File: src/rtl/cmv_operand_seq.sv
// Operand sequencer for c_mac: streams A[row]·x term pairs row by row, clears the
// accumulator ahead of each row and republishes each row result with done/error status.
module cmv_operand_seq #(
    parameter int N       = 16,
    parameter int ROWS    = 4,
    parameter int K       = 4,
    parameter int TIMEOUT = 32,
    localparam int AW     = $clog2(ROWS * K),
    localparam int KW     = $clog2(K),
    localparam int RW     = (ROWS > 1) ? $clog2(ROWS) : 1
) (
    input  logic          clk,
    input  logic          rst,
    input  logic          start,
    output logic          busy,
    output logic          done,
    output logic          error,
    input  logic          a_wr_en,
    input  logic [AW-1:0] a_wr_addr,
    input  logic [N-1:0]  a_wr_r,
    input  logic [N-1:0]  a_wr_i,
    input  logic          x_wr_en,
    input  logic [KW-1:0] x_wr_addr,
    input  logic [N-1:0]  x_wr_r,
    input  logic [N-1:0]  x_wr_i,
    output logic          mac_clear,
    output logic          mac_en,
    output logic [N-1:0]  out_ar,
    output logic [N-1:0]  out_ai,
    output logic [N-1:0]  out_br,
    output logic [N-1:0]  out_bi,
    input  logic          mac_result_valid,
    input  logic [N-1:0]  mac_r_in,
    input  logic [N-1:0]  mac_i_in,
    output logic          y_valid,
    output logic [RW-1:0] y_idx,
    output logic [N-1:0]  y_r,
    output logic [N-1:0]  y_i,
    output logic [2:0]    dbg_state
);

    localparam int TW = $clog2(TIMEOUT + 1);

    typedef enum logic [2:0] {
        S_IDLE  = 3'd0,
        S_CLEAR = 3'd1,
        S_ISSUE = 3'd2,
        S_WAIT  = 3'd3,
        S_CAPT  = 3'd4,
        S_DONE  = 3'd5,
        S_ERR   = 3'd6
    } state_t;

    state_t         state, state_n;
    logic [RW-1:0]  row, row_n;
    logic [KW-1:0]  k, k_n;
    logic [TW-1:0]  timer, timer_n;
    logic           error_n;
    logic [AW-1:0]  a_idx;

    logic [N-1:0] a_r_mem [ROWS*K];
    logic [N-1:0] a_i_mem [ROWS*K];
    logic [N-1:0] x_r_mem [K];
    logic [N-1:0] x_i_mem [K];

    assign dbg_state = state;

    // Register files only accept writes while idle so a running job sees a stable snapshot.
    always_ff @(posedge clk or posedge rst) begin
        if (rst) begin
            for (int i = 0; i < ROWS * K; i++) begin
                a_r_mem[i] <= '0;
                a_i_mem[i] <= '0;
            end
            for (int i = 0; i < K; i++) begin
                x_r_mem[i] <= '0;
                x_i_mem[i] <= '0;
            end
        end else begin
            if (a_wr_en && state == S_IDLE && {1'b0, a_wr_addr} < (AW+1)'(ROWS * K)) begin
                a_r_mem[a_wr_addr] <= a_wr_r;
                a_i_mem[a_wr_addr] <= a_wr_i;
            end
            if (x_wr_en && state == S_IDLE && {1'b0, x_wr_addr} < (KW+1)'(K)) begin
                x_r_mem[x_wr_addr] <= x_wr_r;
                x_i_mem[x_wr_addr] <= x_wr_i;
            end
        end
    end

    always_comb begin
        state_n = state;
        row_n   = row;
        k_n     = k;
        timer_n = timer;
        error_n = error;
        case (state)
            S_IDLE: begin
                if (start) begin
                    state_n = S_CLEAR;
                    row_n   = '0;
                    error_n = 1'b0;
                end
            end
            S_CLEAR: begin
                state_n = S_ISSUE;
                k_n     = '0;
            end
            S_ISSUE: begin
                if (k == KW'(K - 1)) begin
                    state_n = S_WAIT;
                    timer_n = '0;
                end else begin
                    k_n = k + 1'b1;
                end
            end
            S_WAIT: begin
                if (mac_result_valid) begin
                    state_n = S_CAPT;
                end else if (timer == TW'(TIMEOUT - 1)) begin
                    state_n = S_ERR;
                    error_n = 1'b1;
                end else begin
                    timer_n = timer + 1'b1;
                end
            end
            S_CAPT: begin
                if (row == RW'(ROWS - 1)) begin
                    state_n = S_DONE;
                end else begin
                    state_n = S_CLEAR;
                    row_n   = row + 1'b1;
                end
            end
            S_DONE:  state_n = S_IDLE;
            S_ERR:   state_n = S_IDLE;
            default: state_n = S_IDLE;
        endcase
    end

    // Operands are fetched with next-state counters so they line up with the registered mac_en.
    always_comb begin
        a_idx = AW'(row_n) * AW'(K) + AW'(k_n);
    end

    always_ff @(posedge clk or posedge rst) begin
        if (rst) begin
            state     <= S_IDLE;
            row       <= '0;
            k         <= '0;
            timer     <= '0;
            error     <= 1'b0;
            busy      <= 1'b0;
            done      <= 1'b0;
            mac_clear <= 1'b0;
            mac_en    <= 1'b0;
            out_ar    <= '0;
            out_ai    <= '0;
            out_br    <= '0;
            out_bi    <= '0;
            y_valid   <= 1'b0;
            y_idx     <= '0;
            y_r       <= '0;
            y_i       <= '0;
        end else begin
            state     <= state_n;
            row       <= row_n;
            k         <= k_n;
            timer     <= timer_n;
            error     <= error_n;
            busy      <= (state_n != S_IDLE);
            done      <= (state_n == S_DONE);
            mac_clear <= (state_n == S_CLEAR);
            mac_en    <= (state_n == S_ISSUE);
            if (state_n == S_ISSUE) begin
                out_ar <= a_r_mem[a_idx];
                out_ai <= a_i_mem[a_idx];
                out_br <= x_r_mem[k_n];
                out_bi <= x_i_mem[k_n];
            end else begin
                out_ar <= '0;
                out_ai <= '0;
                out_br <= '0;
                out_bi <= '0;
            end
            y_valid <= (state == S_CAPT);
            if (state == S_CAPT) begin
                y_idx <= row;
                y_r   <= mac_r_in;
                y_i   <= mac_i_in;
            end
        end
    end

endmodule

File: config.mk
export PLATFORM = sky130hd
export DESIGN_NAME = cmv_operand_seq
export DESIGN_NICKNAME = d
export VERILOG_FILES = /design/src/rtl/cmv_operand_seq.sv
export SDC_FILE = /design/constraint.sdc
export NUM_CORES = 1
export LEC_CHECK = 0
export CORE_MARGIN = 2
export CORE_UTILIZATION = 44
export DETAILED_ROUTE_END_ITERATION = 6
export GPL_ROUTABILITY_DRIVEN = 0
export HOLD_SLACK_MARGIN = 0.06
export PLACE_DENSITY = 0.75
export SLEW_MARGIN = 20
export SYNTH_ARGS = -nofsm -noshare
export SYNTH_HDL_FRONTEND = slang
export SYNTH_SLANG_ARGS = --single-unit
File: constraint.sdc
create_clock -name clk -period 25.5 [get_ports clk]
set_input_delay 5.1 -clock clk [delete_from_list [all_inputs] [get_ports clk]]
set_output_delay 5.1 -clock clk [all_outputs]
set_load 0.01 [all_outputs]
==> summary.md <==
| Metric | Value |
|---|---|
| Data required, critical path | 25.97 ns |
| Setup slack after layout | 16.79 ns |
| Relative area change from synthesis to final layout | 17.52% |
| Residual antenna-violating net count after detailed routing | 0 |
| Crit path max-delay cell type | sky130_fd_sc_hd__buf_4 |
| Per-instance average area after synthesis | 13.70 sq um |
| Iteration-0 DRC count of the detailed router | 1,600 |
| Commonest non-fill, non-tap cells in the layout | 757 x sky130_fd_sc_hd__dfrtp_1, 724 x sky130_fd_sc_hd__mux2_2, 214 x sky130_fd_sc_hd__clkdlybuf4s50_1, 186 x sky130_fd_sc_hd__nand3_1, 122 x sky130_fd_sc_hd__o21ai_0 |
| Die Height | 278.7 um |
| Boundary pin count | 215 |
| Nets in the synthesized netlist | 2,533 |
| Max Fanout on Critical Path | 94 |
| Final period utilization | 34.14% |
| Grt total ovfl | 0 |
| Clock latency reported for the late side of the worst-skew pair | 0.63 ns |
| Core region area | 74,570 sq um |
| DP Area | 36,240 sq um |
| Full die area | 77,690 sq um |
| Buffer levels on the longest clock path | 3 |
| Cell area after synthesis | 33,210 sq um |
| Clock tree skew after final layout | 0.02455 ns |
| Slew headroom | 22.99% |
| Finish-stage setup viols | 0 |
| Most used routing layer in global routing | met2 |
| Via count of the first global-routing pass | 22.72k |
| DP Worst Slack | 16.25 ns |
| Startpoint types | primary input |
| Finished Cell Area | 39,030 sq um |
| H-tree depth reported by CTS | 3 |
| Number of distinct library cell variants in the gate-level netlist after synthesis | 50 |
| Standard-cell row count | 100 |
| Total via count after detailed routing | 21.35k |
| CTS tree | yes |
| Leakage power summed over all cells | 17.94 nW |
| Detailed Place HPWL | 47.33 mm |
| Clock tree sinks | 757 |
| # port buffers | 214 |
| Count of flip-flops with a built-in enable after synthesis | 0 |
| Data arrival time of the worst path | 9.17 ns |
| Post-layout net count | 2,663 |
| Register bit count reported by yosys | 757 |
| Post-Syn Instances | 2,424 |
| Crit-path max cell delay | 0.90 ns |
| Critical path capture point type | flip-flop |
| Class of the tightest hold or removal check | flip-flop to flip-flop |
| Number of pins with negative max-slew slack in the final report | 0 |
| Met1 demand-to-capacity share in global routing | 29.33% |
| Final count of hold timing violations | 0 |
| Root buffer cell | sky130_fd_sc_hd__clkbuf_16 |
| TritonCTS Buffers | 78 |
| Maximum number of pins on one net before global-route repair | 180 |
| Type of the setup path with the least slack | primary input to flip-flop |
| Status | complete, no violations |
| Power density normalized to cell area | 123.0 nW/um^2 |
| First-pass GRT wire length | 133.2 mm |
| Met3 capacity usage during global routing | 4.410% |
| Most used flip-flop cell after synthesis | sky130_fd_sc_hd__dfrtp_1 |
| Horiz. Die Dim | 278.7 um |
| Setup repair after global routing missed its margin | no |
| First-pass DRT Iterations | 5 |
| Post-cts sizing count | 0 |
| Wire length per cell | 23.90 um |
| YS warnings | 0 |
| Max Freq | 114.9 MHz |
| Max-cap viol count | 0 |
| Most common library cell in the layout ignoring fill and taps | sky130_fd_sc_hd__dfrtp_1 |
| Post-route minimum period | 8.706 ns |
| Via-to-Cell Ratio | 5.951 |
| Total Routed Length | 85.77 mm |
| Series of cell instances along the critical path | clkdlybuf4s50_1 -> nor2_1 -> o31a_2 -> buf_4 -> nor2_4 -> buf_4 -> buf_4 -> mux2_2 -> o2111ai_1 -> o22ai_1 |
| Ratio of cells with drive above 1 in the final layout | 37.10% |
| Final setup TNS | 0 ns |
| Overall routing resource usage | 22.04% |
| Library cell appearing most often on the critical path | sky130_fd_sc_hd__buf_4 |
| Slew at the pin closest to its max-slew limit | 1.155 ns |
| GR Layer Usage met2 | 36.29% |
| CP Buf/Inv Count | 4 |
| Number of buffers added to fix hold violations after cts | 0 |
| Number of antenna violations at the first check in global routing | 6 |
| Top Family by Delay on Critical Path | buffers and inverters |
| Synth async-reset ratio | 100.0% |
| DRC violation count after routing | 0 |
| Portion of the post-synthesis area used by sequential elements | 57.04% |
| Number of buffers inserted to repair setup after CTS | 0 |
| Effective utilization at floorplan | 44.54% |
| Highest ir drop seen on vdd | 0.0001119 V |
| Clock-pin slew of the registers on the worst-case setup and hold paths | 0.06 ns |
==> worst paths after layout <==
check                                   from      endpoint  slack, ns  cells past startpoint
worst max-delay path                   start     out_ar[6]      16.79                     10
worst min-delay path              x_i_mem[2]    x_i_mem[2]       0.50                      1
worst max register to register  dbg_state[2]     out_ar[6]      20.82                      9
worst min register to register    x_i_mem[2]    x_i_mem[2]       0.50                      1
max in group asynchronous                rst  a_i_mem[225]      17.58                      5
min in group asynchronous                rst   a_r_mem[21]       5.00                      2
==> per-layer routing <==
| metal | vias to the layer above | wire length, um |
|---|---|---|
| li1 | 9170 | - |
| met1 | 11210 | 36230 |
| met2 | 805 | 41530 |
| met3 | 162 | 5638 |
| met4 | 8 | 2312 |
| met5 | - | 55 |
==> cell families (layout without fill, tap and decap cells) <==
kind of cell	after synthesis	in the layout	synth area share, %
simple gates	329	329	5.229
other cells	0	2	0
mux	846	846	29.48
flops	757	757	57.04
compound gates	271	271	5.437
buf+inv	216	409	2.671
fa+ha+maj	1	1	0.03767
xor+xnor	4	4	0.1055
==> registers in the layout, summed over array words and instances (netlist names), 6 cells and up <==
signal   count
y_r         16
x_r_mem     64
timer        6
out_ar      16
x_i_mem     64
a_r_mem    256
y_i         16
out_bi      16
out_br      16
out_ai      16
a_i_mem    256
==> final cells by class <==
cell class / instances / area, sq um
multi-input combinational: 1451 / 13550
inverter: 7 / 30.03
clock buffer: 108 / 2277
antenna: 2 / 5.005
tap: 969 / 1212
timing repair buffer: 259 / 2512
clock inverter: 35 / 496.7
fill: 6066 / 35540
sequential: 757 / 18940
==> report_power, final <==
part / internal [W] / switching, W / total [W]
clock network: 0.000730 / 0.000486 / 0.00122
registers: 0.00170 / 0.000262 / 0.00196
logic: 0.000855 / 0.000770 / 0.00163
total: 0.00328 / 0.00152 / 0.00480
==> synthesized netlist by cell type, types with 7 or more instances <==
cell type | count | area share [%]
sky130_fd_sc_hd__clkbuf_1 | 114 | 1.3
sky130_fd_sc_hd__nor2_1 | 19 | 0.21
sky130_fd_sc_hd__nand2_1 | 23 | 0.26
sky130_fd_sc_hd__o21ai_1 | 7 | 0.11
sky130_fd_sc_hd__o21ai_0 | 122 | 1.8
sky130_fd_sc_hd__o2111ai_1 | 31 | 0.82
sky130_fd_sc_hd__dfrtp_1 | 757 | 57
sky130_fd_sc_hd__and3_1 | 35 | 0.66
sky130_fd_sc_hd__mux2i_1 | 77 | 2.3
sky130_fd_sc_hd__a211oi_1 | 33 | 0.75
sky130_fd_sc_hd__and2_1 | 35 | 0.66
sky130_fd_sc_hd__mux2_2 | 724 | 25
sky130_fd_sc_hd__mux2_1 | 13 | 0.44
sky130_fd_sc_hd__mux4_2 | 32 | 2.2
sky130_fd_sc_hd__buf_1 | 49 | 0.55
sky130_fd_sc_hd__a221o_1 | 31 | 0.93
sky130_fd_sc_hd__buf_2 | 40 | 0.60
sky130_fd_sc_hd__nand3_1 | 189 | 2.8
sky130_fd_sc_hd__o22ai_1 | 32 | 0.60
==> per-stage QoR <==
stage                     utilization [%]  power [W]  hold slack [ns]  instances
final                               52.34   0.004799           0.4975       3588
after global routing                52.34   0.005054           0.5056       3588
after CTS                           52.32   0.004824           0.5001       3586
after detailed placement            48.60   0.003595           0.4871       3443
after global placement              48.60   0.003492           0.4685       3443
after floorplan                         -   0.003074           0.4577       2424
(Power assumes the default switching activity.)
